**config.mk**
```make
export PLATFORM = sky130hd
export DESIGN_NAME = lsu_mem_initiator
export DESIGN_NICKNAME = d
export VERILOG_FILES = /design/src/rtl/lsu_mem_initiator.sv
export SDC_FILE = /design/constraint.sdc
export NUM_CORES = 1
export LEC_CHECK = 0
export ABC_AREA = 1
export BUFFER_PORTS_ARGS = -buffer_cell sky130_fd_sc_hd__buf_4
export CORE_ASPECT_RATIO = 1.1
export CORE_MARGIN = 2
export CORE_UTILIZATION = 40
export DETAILED_ROUTE_END_ITERATION = 6
export GPL_ROUTABILITY_DRIVEN = 0
export PLACE_DENSITY = 0.76
export SLEW_MARGIN = 10
export SYNTH_ARGS = -nofsm -noshare
export SYNTH_HDL_FRONTEND = slang
export SYNTH_SLANG_ARGS = --single-unit
```
**constraint.sdc**
```tcl
create_clock -name clk -period 4.75 [get_ports clk]
set_input_delay 0.475 -clock clk [delete_from_list [all_inputs] [get_ports clk]]
set_output_delay 0.475 -clock clk [all_outputs]
set_load 0.1 [all_outputs]
```
**src/rtl/lsu_mem_initiator.sv**
```systemverilog
// lsu_mem_initiator: single-outstanding load/store initiator in front of the
// word-only data_memory. Loads get byte/halfword extraction with sign or zero
// extension; sub-word stores are done as read-modify-write.
//
// Handshakes: a request transfers on a rising edge where req_valid && req_ready;
// a response transfers on a rising edge where rsp_valid && rsp_ready. Once
// raised, rsp_valid stays high with rsp_rdata/rsp_err stable until it transfers.
//
// Optional feature macro: LSU_QED_VLD_EN drives the QED commit strobe
// qed_vld_out_ex_mem from the latched req_qed_vld. When the macro is not
// defined, the strobe is tied low and req_qed_vld is ignored.
//
// Every output is a flop. Its next value is decoded from the next state, so
// each output lines up exactly with the state it belongs to.
module lsu_mem_initiator (
    input  logic        clk,
    input  logic        outside_reset,
    input  logic        req_valid,
    output logic        req_ready,
    input  logic        req_we,
    input  logic [1:0]  req_size,
    input  logic        req_unsigned,
    input  logic [31:0] req_addr,
    input  logic [31:0] req_wdata,
    input  logic        req_qed_vld,
    output logic        rsp_valid,
    input  logic        rsp_ready,
    output logic [31:0] rsp_rdata,
    output logic        rsp_err,
    output logic        mem_read,
    output logic        mem_write,
    output logic [31:0] address,
    output logic [31:0] write_data,
    input  logic [31:0] read_data,
    output logic        qed_vld_out_ex_mem
);

    typedef enum logic [2:0] {
        S_IDLE = 3'd0,
        S_RD   = 3'd1,
        S_CAP  = 3'd2,
        S_WR   = 3'd3,
        S_RSP  = 3'd4
    } state_t;

    state_t      state_q, state_d;

    // Latched request fields
    logic        we_q, we_d;
    logic [1:0]  size_q, size_d;
    logic        uns_q, uns_d;
    logic [31:0] addr_q, addr_d;
    logic [31:0] wdata_q, wdata_d;   // store data, replaced by the merged word in CAP
    logic        qed_q, qed_d;

    // Registered outputs
    logic        req_ready_q, req_ready_d;
    logic        rsp_valid_q, rsp_valid_d;
    logic [31:0] rsp_rdata_q, rsp_rdata_d;
    logic        rsp_err_q, rsp_err_d;
    logic        mem_read_q, mem_read_d;
    logic        mem_write_q, mem_write_d;
    logic [31:0] address_q, address_d;
    logic [31:0] write_data_q, write_data_d;
    logic        qed_out_q, qed_out_d;

    // Working values for the response and for lane extraction and merging
    logic [31:0] rdata_n;
    logic        err_n;
    logic        req_bad;
    logic [7:0]  lane_byte;
    logic [15:0] lane_half;
    logic [31:0] load_val;
    logic [31:0] merged;

    // Misalignment and illegal-size check on the incoming request
    always_comb begin
        req_bad = 1'b0;
        case (req_size)
            2'b00:   req_bad = 1'b0;
            2'b01:   req_bad = req_addr[0];
            2'b10:   req_bad = (req_addr[1:0] != 2'b00);
            default: req_bad = 1'b1;
        endcase
    end

    // Little-endian lane extraction and extension of the captured word, plus the sub-word merge
    always_comb begin
        lane_byte = read_data[{addr_q[1:0], 3'b000} +: 8];
        lane_half = addr_q[1] ? read_data[31:16] : read_data[15:0];
        load_val  = read_data;
        merged    = read_data;
        case (size_q)
            2'b00: begin
                load_val = uns_q ? {24'h0, lane_byte} : {{24{lane_byte[7]}}, lane_byte};
                merged[{addr_q[1:0], 3'b000} +: 8] = wdata_q[7:0];
            end
            2'b01: begin
                load_val = uns_q ? {16'h0, lane_half} : {{16{lane_half[15]}}, lane_half};
                if (addr_q[1]) merged[31:16] = wdata_q[15:0];
                else           merged[15:0]  = wdata_q[15:0];
            end
            default: begin
                load_val = read_data;
                merged   = wdata_q;
            end
        endcase
    end

    // Next-state logic, request latching, and next values of the registered outputs
    always_comb begin
        state_d = state_q;
        we_d    = we_q;
        size_d  = size_q;
        uns_d   = uns_q;
        addr_d  = addr_q;
        wdata_d = wdata_q;
        qed_d   = qed_q;
        rdata_n = rsp_rdata_q;
        err_n   = rsp_err_q;

        case (state_q)
            S_IDLE: begin
                if (req_valid) begin
                    we_d    = req_we;
                    size_d  = req_size;
                    uns_d   = req_unsigned;
                    addr_d  = req_addr;
                    wdata_d = req_wdata;
`ifdef LSU_QED_VLD_EN
                    qed_d   = req_qed_vld;
`else
                    qed_d   = 1'b0;
`endif
                    rdata_n = 32'h0;
                    err_n   = 1'b0;
                    if (req_bad) begin
                        err_n   = 1'b1;
                        state_d = S_RSP;
                    end else if (!req_we || (req_size != 2'b10)) begin
                        state_d = S_RD;
                    end else begin
                        state_d = S_WR;
                    end
                end
            end
            S_RD: state_d = S_CAP;
            S_CAP: begin
                if (!we_q) begin
                    rdata_n = load_val;
                    err_n   = 1'b0;
                    state_d = S_RSP;
                end else begin
                    wdata_d = merged;
                    state_d = S_WR;
                end
            end
            S_WR: begin
                rdata_n = 32'h0;
                err_n   = 1'b0;
                state_d = S_RSP;
            end
            S_RSP: begin
                if (rsp_ready) state_d = S_IDLE;
            end
            default: state_d = S_IDLE;
        endcase

        req_ready_d  = (state_d == S_IDLE);
        mem_read_d   = (state_d == S_RD) || (state_d == S_CAP);
        mem_write_d  = (state_d == S_WR);
        address_d    = (mem_read_d || mem_write_d) ? {addr_d[31:2], 2'b00} : 32'h0;
        write_data_d = mem_write_d ? wdata_d : 32'h0;
        rsp_valid_d  = (state_d == S_RSP);
        rsp_rdata_d  = rsp_valid_d ? rdata_n : 32'h0;
        rsp_err_d    = rsp_valid_d & err_n;
`ifdef LSU_QED_VLD_EN
        qed_out_d    = qed_d & (((state_d == S_CAP) & ~we_d) | ((state_d == S_WR) & we_d));
`else
        qed_out_d    = 1'b0;
`endif
    end

`ifndef LSU_QED_VLD_EN
    logic unused_qed_in;
    assign unused_qed_in = req_qed_vld;
`endif

    // State, latched request, and output registers; reset drops any in-flight request
    always_ff @(posedge clk or posedge outside_reset) begin
        if (outside_reset) begin
            state_q      <= S_IDLE;
            we_q         <= 1'b0;
            size_q       <= 2'b00;
            uns_q        <= 1'b0;
            addr_q       <= 32'h0;
            wdata_q      <= 32'h0;
            qed_q        <= 1'b0;
            req_ready_q  <= 1'b1;
            rsp_valid_q  <= 1'b0;
            rsp_rdata_q  <= 32'h0;
            rsp_err_q    <= 1'b0;
            mem_read_q   <= 1'b0;
            mem_write_q  <= 1'b0;
            address_q    <= 32'h0;
            write_data_q <= 32'h0;
            qed_out_q    <= 1'b0;
        end else begin
            state_q      <= state_d;
            we_q         <= we_d;
            size_q       <= size_d;
            uns_q        <= uns_d;
            addr_q       <= addr_d;
            wdata_q      <= wdata_d;
            qed_q        <= qed_d;
            req_ready_q  <= req_ready_d;
            rsp_valid_q  <= rsp_valid_d;
            rsp_rdata_q  <= rsp_rdata_d;
            rsp_err_q    <= rsp_err_d;
            mem_read_q   <= mem_read_d;
            mem_write_q  <= mem_write_d;
            address_q    <= address_d;
            write_data_q <= write_data_d;
            qed_out_q    <= qed_out_d;
        end
    end

    assign req_ready          = req_ready_q;
    assign rsp_valid          = rsp_valid_q;
    assign rsp_rdata          = rsp_rdata_q;
    assign rsp_err            = rsp_err_q;
    assign mem_read           = mem_read_q;
    assign mem_write          = mem_write_q;
    assign address            = address_q;
    assign write_data         = write_data_q;
    assign qed_vld_out_ex_mem = qed_out_q;

endmodule

```
==> metrics, run 1 <==
Post-Synth Adder-Cell Area 0.703%; Final min period between 2 and 3 ns; Switch Pwr roughly 4.3 mW; Pint around 3.8 mW; P&R area growth vs syn 24.9%; Critical Path Start size_q[1]; I/O Buffers a little over 200; initial DRC count ~760; nets@finish about 1,500; pwr/cell area 729 nW/um^2; initial antenna violation count 1; outcome complete, but fails checks; Hold Crit Class in2async; setup violators final 0; clock power share between 10% and 20%; final hold violations 0; combinational share of power a little over half; routed wire length between 20,000 and 30,000 um; vias post-DR about 8,600; Remaining DRCs 1; clock tree buffer depth 2; postcts setup bufs 0; clk_skew around 0.0092 ns; failing checks DRC; GRT Residual Overflow 0; core area approximately 22,000 um^2; #FFs+latches synth 170; Post-Synth Simple-Gate Area 28.4%; Die Span X about 150 um; register share of total power between 20% and 30%; library cells used by synthesis 34; clock latency on the worst-skew pair 0.43 ns; crit-path max FO 20; H-Tree Depth 4; Required @ worst endpoint about 5 ns; vias in the first global route 8,292; syn avg cell area between 7 and 8 um^2; Max Slew Vio Count 0; cts hold-fix bufs 0; Die Y approximately 160 um; CTS tree yes; CTS sink count 170; Ys Warns 0; Avg WL per Cell between 15 and 20 um; Worst setup SP type flip-flop; Final HPWL DP 19,400 um; VDD IR-drop max around 430 uV; Worst slew margin around 28%; first-pass GRT wire length between 40,000 and 50,000 um; cells after synthesis between 1,000 and 1,500; Initial Util 40.5%; post-route ant nets 0; P_leak around 6.2 nW; register area share after synthesis about 48%; fin crit share 59.0%; largest net degree at the start of global routing ~130; Sw Share a little over half; Via density around 5.1; critical path endpoint category flip-flop; Placement Rows between 50 and 60; FF-to-FF Start size_q[1]; Clk pin slew, worst setup/hold paths around 0.07 ns; Synth Area in Compound Gates 13.1%; Fin Setup TNS 0 ns; RSZ-0062 raised after global routing false; CTS root buf clkbuf_16; design area approximately 11,000 um^2; fmax 357 MHz; die area about 23,000 um^2; Worst-Margin Slew 1.08 ns; post-cts sizing count 0; gr usage total between 20 and 25%; arrival time worst endpoint 3.11 ns; multiplexer area fraction after synthesis 0%; I/O pin cnt ~210; Netlist Area Pre-Place ~9000 um^2; Synth Area in XOR/XNOR 0%; share of cells above drive strength 1 between 10% and 20%; maxcap violations 0; area of placed instances 10,500 um^2; Setup CP Type reg2reg; CTS Buf Count 17; largest family of logic cells by synthesized area simple AND/OR/NAND/NOR gates; first-pass iteration count of the detailed router 7
-- kinds of logic (layout without fill, tap and decap cells) --
family                   count (synthesis)  after routing
AO/OA/AOI/OAI                          201            201
adder cells (fa/ha/maj)                  5              5
buffers and inverters                  205            383
flip-flops                             170            170
other                                    1              4
AND/OR/NAND/NOR                        616            616
-- per-layer routing --
layer  track usage [%]  vias up  wire length (um)
met5                 0        -                 0
li1                  -     4117                 -
met2              37.0      412             12500
met1              28.2     3945             10500
met3              7.30       85              2710
met4              10.8        0              1100
-- path summary, 6_finish.rpt --
kind                                   to  slack, ns  cells past startpoint
setup / recovery             rsp_rdata[4]       1.95                      6
hold / removal                address[12]       0.24                      2
setup reg to reg             rsp_rdata[4]       1.95                      6
min in group clk                    uns_q       0.25                      3
max in group asynchronous  write_data[16]       3.33                      3
hold reg to reg                addr_q[20]       0.47                      2
-- cell type report --
type	count	area, um^2
clock inverters	12	131
multi-input cells	825	3770
repair buffers	209	1580
clock buffers	20	467
fillers	2193	10800
inverters	142	537
flip-flops and latches	170	4260
diodes	1	2.50
well taps	295	369
-- synthesized netlist by cell type (all sizes together) --
library cell	count	area, um^2
or2	6	37.5
inv	142	533
o21a	16	120
o2111ai	1	8.76
a31oi	17	113
o31ai	1	7.51
ha	5	62.6
conb	1	3.75
o21ai	58	302
nand2	490	1870
a22oi	3	22.5
a21boi	1	7.51
nand4	21	131
a21oi	77	385
buf	46	284
dfstp	1	26.3
nand3	56	280
dfrtp	169	4230
o311ai	1	8.76
clkbuf	17	63.8
and3b	1	8.76
nor2	42	199
o211ai	26	195
-- metrics by stage --
stage | setup WS (ns) | cells | power, mW | util [%] | hold WS, ns
2_1_floorplan | 2.11 | 1200 | 5.71 | - | 0.438
3_3_place_gp | 2.06 | 1641 | 6.58 | 47.9 | 0.450
3_5_place_dp | 2.01 | 1641 | 6.68 | 47.9 | 0.455
4_1_cts | 2.00 | 1673 | 8.10 | 50.6 | 0.233
5_1_grt | 1.75 | 1674 | 8.66 | 50.6 | 0.250
6_report | 1.95 | 1674 | 8.10 | 50.6 | 0.243
-- layout by cell type, fill, tap and decap left out, types with 4 or more instances in the layout --
cell type and count:
a31oi_1 16, nand4_1 21, nand3_1 56, nand2_1 482, a21oi_1 77, ha_1 5, inv_2 9, clkbuf_16 17
o21ai_0 57, o21a_1 16, nand2_2 6, nor2_1 35, buf_4 208, dfrtp_1 169, o211ai_1 26, or2_2 6
clkinv_4 4, inv_1 132
-- power by group through the flow --
stage | sequential, mW | combinational (mW) | clock (mW)
after floorplan | 3.35 | 2.36 | 0
after global placement | 2.24 | 4.34 | 0
after detailed placement | 2.26 | 4.41 | 0
after CTS | 2.24 | 4.42 | 1.44
after global routing | 2.30 | 4.88 | 1.48
final | 2.25 | 4.44 | 1.40
-- sequential cells by signal, summed over array words and instances (netlist names), 2 cells and up --
signal,count
state_q,3
addr_q,32
rsp_rdata,32
wdata_q,32
size_q,2
write_data,32
address,30
-- critical path, stage by stage (launching register included) --
cell	delay [ns]
dfrtp_1	0.64
inv_2	0.37
nand2_2	0.32
nor2_1	0.72
nor2_1	0.25
o211ai_1	0.29
nand2_1	0.07
Power figures use the tool's default switching activity.
==> run 2: changes to the inputs <==
--- a/config.mk
+++ b/config.mk
@@ -5,7 +5,7 @@
 export SDC_FILE = /design/constraint.sdc
 export NUM_CORES = 1
 export LEC_CHECK = 0
-export ABC_AREA = 1
+export ABC_AREA = 0
 export BUFFER_PORTS_ARGS = -buffer_cell sky130_fd_sc_hd__buf_4
 export CORE_ASPECT_RATIO = 1.1
 export CORE_MARGIN = 2
==> constraint.sdc (replaced) <==
create_clock -name clk -period 2.4 [get_ports clk]
set_input_delay 0.24 -clock clk [delete_from_list [all_inputs] [get_ports clk]]
set_output_delay 0.24 -clock clk [all_outputs]
set_load 0.1 [all_outputs]
==> metrics, run 2 <==
Yosys top cell area share 49.5% (+1.9 points); Hold Crit Class in2reg; VDD IR-drop max 944 uV (+120%); fmax 461 MHz (+29%); die area 22,600 um^2 (-3.8%); Netlist Area Pre-Place 8550 um^2 (-3.9%); clk_skew 0.0119 ns (+0.00269 ns); Max Slew Vio Count 0 (unchanged); P_leak 5.19 nW (-17%); design area 11,100 um^2 (about the same); critical path endpoint category flip-flop; I/O pin cnt 207 (unchanged); P&R area growth vs syn 30.1%; Avg WL per Cell 19.2 um (+20%); Die Y 157 um (-1.9%); Worst slew margin 51.9% (+24 points); Synth async-reset ratio 100% (unchanged); clock tree buffer depth 2 (unchanged); outcome completed; most common cell after layout, fill and taps aside buf_4; most frequent cells in the layout 237 x buf_4, 167 x dfrtp_1, 82 x nand2_1, 81 x a21oi_1, 58 x mux2_2; post-route ant nets 0 (unchanged); crit-path max FO 16 (-20%); Ys Warns 0 (unchanged); core area 21,200 um^2 (-3.7%); initial DRC count 680 (-10%); clock power share 16.8% (-0.5 points); gr usage total 23.1% (+0.16 points); initial antenna violation count 0 (-1); RSZ-0062 raised after global routing false; share of cells above drive strength 1 33.6% (+14 points); Synth area leader dfrtp_1; #FFs+latches synth 170 (unchanged); arrival time worst endpoint 2.52 ns (-0.59 ns); Worst-Margin Slew 0.717 ns (-0.360 ns); Required @ worst endpoint 2.75 ns (-2.31 ns); CTS sink count 170 (unchanged); area of placed instances 10,500 um^2 (about the same); routed wire length 26,000 um (-3.2%); register share of total power 27.3% (-0.5 points); synth cell count leaders 169 x dfrtp_1, 82 x a21oi_1, 82 x nand2_1; CTS Buf Count 17 (unchanged); Sw Share 50.1% (-3.2 points); pwr/cell area 1460 nW/um^2 (+100%); Die Span X 143 um (-1.9%); register area share after synthesis 49.8% (+1.9 points); Clk pin slew, worst setup/hold paths 0.07 ns (about the same); postcts setup bufs 0 (unchanged); placed cells 1,317 (-20%); I/O Buffers 202 (unchanged); Final HPWL DP 18,900 um (-2.6%); H-Tree Depth 4 (unchanged); most numerous cell in the Yosys netlist dfrtp_1; setup violators final 0 (unchanged); vias post-DR 7,546 (-12%); Remaining DRCs 0 (-1); maxcap violations 0 (unchanged); Via density 5.59 (+9.3%); fin crit share 90.5% (+31 points); Finished Layout Cells 1,350 (-19%); nets@finish 1,157 (-22%); Synth Flop Type dfrtp_1; total chip power 16.3 mW (+100%); antenna diode count 0 (-1); Final min period 2.17 ns (-0.631 ns); GRT Residual Overflow 0 (unchanged); CTS root buf clkbuf_16; Pint 8.11 mW (+110%); vias in the first global route 7,325 (-12%); Worst setup SP type flip-flop; cells after synthesis 852 (-29%); largest net degree at the start of global routing 83 (-35%); combinational share of power 55.9% (+1.0 points); Initial Util 40.4% (-0.095 points); Switch Pwr 8.15 mW (+89%); syn avg cell area 10.0 um^2 (+35%); number of flops mapped to enable cells by yosys 0 (unchanged); final hold violations 0 (unchanged); ranking of synthesized cells by area dfrtp_1 49%, mux2_2 7.6%, a21oi_1 4.8%; first-pass iteration count of the detailed router 6 (-1); first-pass GRT wire length 40,400 um (-5.6%); Setup CP Type reg2reg; CTS tree yes; clock latency on the worst-skew pair 0.43 ns (about the same); Placement Rows 56 (-1.8%); library cells used by synthesis 61 (+79%)
==> run 2: changes by cell type in the layout (fill, tap and decap cells not counted), sizes merged, moves of 18 or more <==
| cell | change |
|---|---|
| nand2 | -408 |
| inv | -102 |
| mux2 | +59 |
| nor2b | +45 |
| nand3 | -38 |
| buf | +33 |
| o211ai | -26 |
| o21ai | -23 |
| a221oi | +18 |
| a22oi | +18 |
==> run 2: power by group through the flow <==
stage	clock (mW)	combinational, mW	sequential, mW
floorplan	0	4.25	6.88
global placement	0	8.89	4.43
detailed placement	0	9.04	4.47
CTS	2.79	9.06	4.42
global route	2.94	9.68	4.53
finish	2.73	9.10	4.44
==> run 2: final timing paths <==
| path | startpoint | end | slack, ns | depth (start not counted) |
|---|---|---|---|---|
| min | req_wdata[31] | wdata_q[31] | 0.05 | 3 |
| max reg2reg | state_q[2] | rsp_rdata[26] | 0.23 | 4 |
| min reg2reg | addr_q[24] | addr_q[24] | 0.49 | 1 |
| max in group asynchronous | outside_reset | wdata_q[6] | 1.24 | 4 |
| min in group asynchronous | outside_reset | write_data[28] | 0.38 | 3 |
| max | state_q[2] | rsp_rdata[26] | 0.23 | 4 |
==> run 2: layout make-up <==
| class | count | area, um^2 |
|---|---|---|
| clock inverter | 15 | 170 |
| inverter | 36 | 139 |
| multi-input combinational | 579 | 3880 |
| timing repair buffer | 243 | 1890 |
| tap | 290 | 363 |
| clock buffer | 17 | 425 |
| sequential | 170 | 4260 |
| fill | 1909 | 10000 |
==> run 2: metal layers <==
metal,vias up,wire length [um],GRT usage (%),share of wire [%]
met5,-,0,0,0
met4,0,620,6.82,2.4
met3,41,2410,7.76,9.3
met2,343,12600,37.8,48
met1,3717,10400,29.3,40
li1,3445,-,-,-
==> run 2: what timing repair did <==
action / CTS / global route
setup endpoints to repair: 0 / 0
hold endpoints to repair: 12 / 0
hold buffers: 1 / 0
gates resized for setup: 0 / 0
==> run 2: stage by stage <==
step           worst slack (ns)  hold slack, ns  util [%]  setup TNS, ns
2_1_floorplan          -0.00790           0.357         -          -1.33
3_3_place_gp              0.270           0.271      49.7              0
3_5_place_dp              0.256           0.275      49.7              0
4_1_cts                   0.244          0.0302      52.6              0
5_1_grt                  0.0607          0.0306      52.6              0
6_report                  0.229          0.0467      52.6              0
==> run 2: cell families after synthesis <==
logic type                 after synthesis  synth area share (%)
AOI/OAI and AO/OA                      236                  17.8
adders and majority gates                5                 0.732
buffers and inverters                  105                  5.24
DFF                                    170                  49.8
muxes                                   77                  10.8
other                                    1                0.0438
and+or+nand+nor                        258                  15.6
==> run 2: critical path: stages, from the launching register on <==
cell and delay [ns]:
dfrtp_1 0.54, nor3b_2 0.33, nand2b_1 0.21, or4_1 0.74, a21oi_1 0.26
